==> src/rtl/proj_unidade_controle.sv <==
// Chess-drill control unit: Moore FSM that sequences proj_fluxo_dados.
// Define PENALIDADE_ERRO_EN to pulse decresceT on a wrong move (timer penalty).
module proj_unidade_controle #(
  parameter int ESPERA_GERADOR = 2
) (
  input  logic       clock,
  input  logic       reset,
  input  logic       iniciar,
  input  logic       temJogada,
  input  logic       acertou,
  input  logic       fimT,
  output logic       novaJogada,
  output logic       registraR,
  output logic       zeraR,
  output logic       zeraT,
  output logic       zeraP,
  output logic       contaT,
  output logic       decresceT,
  output logic       contaP,
  output logic       pronto,
  output logic [3:0] db_estado
);

  typedef enum logic [3:0] {
    inicial        = 4'd0,
    preparacao     = 4'd1,
    nova_jogada    = 4'd2,
    aguarda_gerador= 4'd3,
    espera_jogada  = 4'd4,
    registra       = 4'd5,
    compara        = 4'd6,
    acerto         = 4'd7,
    erro           = 4'd8,
    fim_jogo       = 4'd15
  } estado_t;

  localparam logic [3:0] CARGA_ESPERA = 4'(ESPERA_GERADOR - 1);

  estado_t    estadoAtual;
  estado_t    proximoEstado;
  logic [3:0] contadorEspera;

  always_ff @(posedge clock) begin
    if (!reset) begin
      estadoAtual    <= inicial;
      contadorEspera <= 4'd0;
    end else begin
      estadoAtual <= proximoEstado;
      // Counter is loaded on the way in so it reads ESPERA_GERADOR-1 on the first wait cycle
      if (estadoAtual == nova_jogada)
        contadorEspera <= CARGA_ESPERA;
      else if (estadoAtual == aguarda_gerador && contadorEspera != 4'd0)
        contadorEspera <= contadorEspera - 4'd1;
    end
  end

  always_comb begin
    proximoEstado = estadoAtual;
    case (estadoAtual)
      inicial:         if (iniciar) proximoEstado = preparacao;
      preparacao:      proximoEstado = nova_jogada;
      nova_jogada:     proximoEstado = aguarda_gerador;
      aguarda_gerador: begin
        // temJogada deliberately ignored while the generator settles
        if (fimT)                         proximoEstado = fim_jogo;
        else if (contadorEspera == 4'd0)  proximoEstado = espera_jogada;
      end
      espera_jogada: begin
        if (fimT)           proximoEstado = fim_jogo;
        else if (temJogada) proximoEstado = registra;
      end
      registra:        proximoEstado = compara;
      compara: begin
        if (fimT)         proximoEstado = fim_jogo;
        else if (acertou) proximoEstado = acerto;
        else              proximoEstado = erro;
      end
      acerto:          proximoEstado = nova_jogada;
      erro:            proximoEstado = espera_jogada;
      fim_jogo:        if (iniciar) proximoEstado = preparacao;
      default:         proximoEstado = inicial;
    endcase
  end

  always_comb begin
    novaJogada = 1'b0;
    registraR  = 1'b0;
    zeraR      = 1'b0;
    zeraT      = 1'b0;
    zeraP      = 1'b0;
    contaT     = 1'b0;
    contaP     = 1'b0;
    pronto     = 1'b0;
    case (estadoAtual)
      preparacao: begin
        zeraT = 1'b1;
        zeraR = 1'b1;
        zeraP = 1'b1;
      end
      nova_jogada: begin
        novaJogada = 1'b1;
        zeraR      = 1'b1;
      end
      aguarda_gerador: contaT = 1'b1;
      espera_jogada:   contaT = 1'b1;
      registra: begin
        registraR = 1'b1;
        contaT    = 1'b1;
      end
      compara:  contaT = 1'b1;
      acerto:   contaP = 1'b1;
      erro:     zeraR  = 1'b1;
      fim_jogo: pronto = 1'b1;
      default:  ;
    endcase
  end

`ifdef PENALIDADE_ERRO_EN
  assign decresceT = (estadoAtual == erro);
`else
  assign decresceT = 1'b0;
`endif

  assign db_estado = estadoAtual;

endmodule

==> config.mk <==
export PLATFORM = sky130hd
export DESIGN_NAME = proj_unidade_controle
export DESIGN_NICKNAME = d
export VERILOG_FILES = /design/src/rtl/proj_unidade_controle.sv
export SDC_FILE = /design/constraint.sdc
export NUM_CORES = 1
export LEC_CHECK = 0
export CORE_AREA = 2 2 39 41
export CTS_BUF_LIST = sky130_fd_sc_hd__clkbuf_8
export DETAILED_ROUTE_END_ITERATION = 7
export DIE_AREA = 0 0 41 43
export HOLD_SLACK_MARGIN = 0.08
export PLACE_DENSITY = 0.85
export SLEW_MARGIN = 20
export SYNTH_ARGS = -nofsm -noshare
export SYNTH_HDL_FRONTEND = slang
export SYNTH_SLANG_ARGS = --single-unit
export TNS_END_PERCENT = 100
==> constraint.sdc <==
create_clock -name clock -period 5 [get_ports clock]
set_clock_uncertainty 0.15 [all_clocks]
set_input_delay 0.75 -clock clock [delete_from_list [all_inputs] [get_ports clock]]
set_output_delay 0.75 -clock clock [all_outputs]
set_load 0.05 [all_outputs]
# Word-level counts from Yosys, hierarchy flattened
# Index checks and enable logic that the tools add are counted.
# W data, S select, Z words.
[classes]
n_addsub = 1
n_mul = 0
n_div = 0
magnitude_cmp = 0
eq_ne = 12
n_shift = 0
mux = 17
bitwise_logic = 1
reduce_logical = 11
[ops]
columns = ["cell", "count"]
rows = [
  ["$pmux W4 S8", 1],
  ["$mux W4", 7],
  ["$eq A4 B3 Y1 const B", 4],
  ["$mux W1", 9],
  ["$eq A4 B2 Y1 const B", 2],
  ["$eq A4 B4 Y1 const B", 2],
  ["$logic_not A4 Y1", 2],
  ["$reduce_or A2 Y1", 3],
  ["$eq A4 B1 Y1 const B", 1],
  ["$reduce_bool A4 Y1", 1],
  ["$reduce_or A4 Y1", 1],
  ["$sub A4 B1 Y4 const B", 1],
  ["$ne A3 B2 Y1 const B", 1],
  ["$ne A3 B3 Y1 const B", 1],
  ["$reduce_and A3 Y1", 1],
  ["$reduce_or A3 Y1", 1],
  ["$ne A2 B1 Y1 const B", 1],
  ["$reduce_bool A2 Y1", 1],
  ["$logic_and A1 B1 Y1", 1],
  ["$not A1 Y1", 1],
]
[word_totals]
regBits = 8
latchBits = 0
mem_bits_rw = 0
romBits = 0
inputBits = 6
output_inout_bits = 13
word_cells = 45
mem_count = 0

# Logic depth before layout (Yosys ltp)
[depth]
word_depth = 4
depth_mapped = 8
depth_no_buf = 7

# Worst setup path after synthesis
# No wires, ideal clock.
[synth_path]
kind = "flip-flop to output port"
from = "register estadoAtual[0], in the netlist db_estado[0]"
to = "output zeraT"
arrival_ps = 2540
required_ps = 4100
slack_ps = 1560
path_stages_with_launch = 5
path_buffers = 2
path_cell_list = "dfxtp_1 -> clkbuf_1 -> nand2b_1 -> nor3_1 -> buf_4"
[synth_via]
elab_chain_len = 2
[synth_rtl]
columns = ["item", "line", "text"]
rows = [
  ["from (decl)", "39", "estado_t estadoAtual;"],
  ["from (signal assigned)", "45", "estadoAtual <= inicial;"],
  ["from (signal assigned)", "48", "estadoAtual <= proximoEstado;"],
  ["$eq A4 B1 Y1", "n/a", ""],
  ["$mux W1", "n/a", ""],
  ["to (decl)", "15", "output logic zeraT,"],
]
# No other way between the ends.

# Worst setup path after layout
[layout_path]
from = "register estadoAtual[1], in the netlist db_estado[1]"
to = "output contaT"
[layout_via]
elab_chain_len = 3
word_cells_on_any_way = 6
classes_between = "eq/ne: 4; mux: 1; reduce/logical: 1"
[layout_rtl]
columns = ["item", "line", "text"]
rows = [
  ["$eq A4 B2 Y1 / $eq A4 B3 Y1 (equally long branches)", "94", "case (estadoAtual)"],
  ["$reduce_or A4 Y1 (no line) *", "n/a", ""],
  ["$mux W1 *", "94", ""],
  ["to (decl)", "17", "output logic contaT,"],
]
# Mark *: on every way between the ends. The rest lies on a longest branch, timed or not.

==> results.json <==
{
  "run_status": "completed",
  "clk_pin_slew_ps": 40,
  "diodes": 0,
  "synth_seq_cells": 8,
  "grt_setup_unrepaired": "no",
  "dpl.hpwl_um": 914,
  "cts_buffer_depth": 2,
  "drt_iter0_markers": 18,
  "syn-cell-area_sq_um": 633,
  "hp-class": "flip-flop to flip-flop",
  "drc": 0,
  "hold_viol": 0,
  "setup_viol": 0,
  "wl_mm": 1.33,
  "power_per_cell_area_nw_per_um2": 761,
  "worstReg2RegStart": "db_estado[2]",
  "vdd_ir_drop_max_v": 0.000484,
  "final_common_cell": "clkdlybuf4s50_1",
  "fmax_mhz": 329,
  "switching_share_pct": 53.0,
  "yosys_warnings": 0,
  "ff_latch_area_sq_um": 160,
  "htreeDepth": 1,
  "die_w_um": 41,
  "slew_headroom_pct": 59.1,
  "antenna_found_initial": 0,
  "syn_nets": 92,
  "leakagePower_nw": 0.312,
  "dr.pass1.iters": 4,
  "grt_pass1_wl_mm": 2.07,
  "grt-ovfl-total": 0,
  "synth_area_leaders": "dfxtp_1, nor2_1, a21oi_1",
  "cp.required_ps": 4100,
  "r2r_setup_slack_ps": 2910,
  "r2r-end": "db_estado[3]",
  "cts_setup_buffers": 0,
  "cts_tree": "done",
  "hold_start": "contadorEspera[3]",
  "worstMarginPinSlew_ps": 612,
  "io_buffers": 17,
  "final.setup.tns_ps": 0,
  "num_vias": 621,
  "clock_latency_ps": 230,
  "ys_types": 35,
  "final_max_slew_viol_count": 0,
  "grt.total_usage_pct": 17.5,
  "power_frac_clock_pct": 12.5,
  "nets": 106,
  "initial_utilization_pct": 45.8,
  "syn_inst": 85,
  "coreArea_sq_um": 1380,
  "power.internal_mw": 0.295,
  "ant_nets": 0,
  "multi_input_area_sq_um": 413,
  "yosysTopAreaCell": "dfxtp_1",
  "synth.top_cell.area_share_pct": 25.3,
  "syn_avg_cell_area_sq_um": 7.45,
  "path_class": "flip-flop to primary output",
  "syn_to_final_growth_pct": 30.0,
  "ctsRootBufferMaster": "clkbuf_8",
  "dieArea_sq_um": 1760,
  "min_to": "contadorEspera[3]",
  "ctsResizeCount": 0,
  "holdWs_ps": 355,
  "grt_pass1_vias": 494,
  "startpoint_type": "flip-flop",
  "final_cell_mix": "clkdlybuf4s50_1, nor2_1, nand2_1, dfxtp_1, a21oi_1",
  "hold_depth": 2,
  "via_per_inst": 5.50,
  "numCtsBuffers": 3,
  "end_kind": "primary output",
  "combPwrFrac_pct": 64.4,
  "finalCritPeriodShare_pct": 60.8,
  "drv_cap": 0,
  "seq_power_share_pct": 23.1,
  "io_pins": 19,
  "drive_gt1_share_pct": 6.19,
  "reg2reg_depth": 4,
  "gp_congestion": 0.859,
  "p_sw_mw": 0.332,
  "period_needed_ps": 3040,
  "clock-sinks": 8,
  "wl_per_cell_um": 11.8,
  "hold_buffers": 0,
  "fillerInstances": 117,
  "grt_max_degree": 21,
  "die_h_um": 43,
  "utilization_pct": 59.5,
  "critPathArrivalTime_ps": 2140,
  "path_max_fanout": 17,
  "num_rows": 14,
  "yosysSeqAreaShare_pct": 25.3
}
==> cell usage after synthesis <==
cell type	n
a21oi_1	7
nor2b_1	1
and3_1	1
xor2_1	3
buf_4	3
or4b_1	1
nor3b_1	1
inv_1	5
and2_1	1
ha_1	1
o22ai_1	2
dfxtp_1	8
nor2_1	10
a211oi_1	1
xnor2_1	1
o22a_4	1
clkbuf_1	5
nand2_1	9
nand4b_1	1
mux2_1	1
nor3_1	2
conb_1	1
o22a_1	1
and4_1	1
o21ba_2	1
o211a_1	1
and4bb_1	1
or3b_1	1
a2bb2oi_1	1
a221oi_2	1
nor4b_1	1
o221ai_1	1
nand2b_1	5
o21ai_0	3
o21ai_1	1
==> metal layers <==
| layer | global-route usage, % | vias to the layer above | part of all wire, % |
|---|---|---|---|
| li1 | - | 317 | - |
| met1 | 24.6 | 282 | 50 |
| met2 | 21.3 | 18 | 43 |
| met3 | 4.71 | 4 | 4.6 |
| met4 | 14.0 | 0 | 2.3 |
| met5 | 0 | - | 0 |
==> cell families after synthesis <==
logic type      count (synthesis)  synth area share (%)
compound gates                 21                  24.3
xor+xnor                        4                  5.53
fa+ha+maj                       1                  1.98
buf+inv                        13                  9.49
flops                           8                  25.3
mux                             1                  1.78
other cells                     1                 0.592
simple gates                   36                  31.0
==> worst max-delay path: stages, from the launching register on <==
cell             delay, ps
dfxtp_1                640
nand2_1                170
xor2_1                 180
nor2_1                 110
clkdlybuf4s50_1        800
==> worst max-delay path by stage <==
| stage | slack, ps | startpoint | to |
|---|---|---|---|
| after floorplan | 1560 | db_estado[0] | zeraT |
| final | 1960 | db_estado[1] | contaT |
| after global placement | 2260 | db_estado[1] | contaT |
| after CTS | 1990 | db_estado[1] | contaT |
| after global routing | 1850 | db_estado[1] | contaT |
| after detailed placement | 2240 | db_estado[1] | contaT |
==> final cells by class <==
class	count	share of cell area, %
Multi-Input combinational cell	64	50.2
Timing Repair Buffer	17	20.7
Sequential cell	8	19.5
Clock buffer	3	5.02
Tap cell	16	2.43
Inverter	5	2.28
==> power by group through the flow <==
| stage | clock, mW | combinational [mW] | sequential [mW] |
|---|---|---|---|
| after floorplan | 0 | 0.297 | 0.150 |
| after global placement | 0 | 0.401 | 0.142 |
| after detailed placement | 0 | 0.402 | 0.143 |
| after CTS | 0.0803 | 0.404 | 0.143 |
| after global routing | 0.0838 | 0.429 | 0.151 |
| final | 0.0784 | 0.403 | 0.144 |
==> flip-flops by register name, summed over array words and instances, names as in the netlist <==
name and cells:
contadorEspera 4, db_estado 4
==> metrics by stage <==
stage,worst slack (ps),cells,instance area (sq um),power [mW]
2_1_floorplan,1560,85,633,0.447
3_3_place_gp,2260,110,782,0.543
3_5_place_dp,2240,110,782,0.545
4_1_cts,1990,113,823,0.627
5_1_grt,1850,113,823,0.664
6_report,1960,113,823,0.626
No activity file was read; power rests on OpenSTA's default activity.
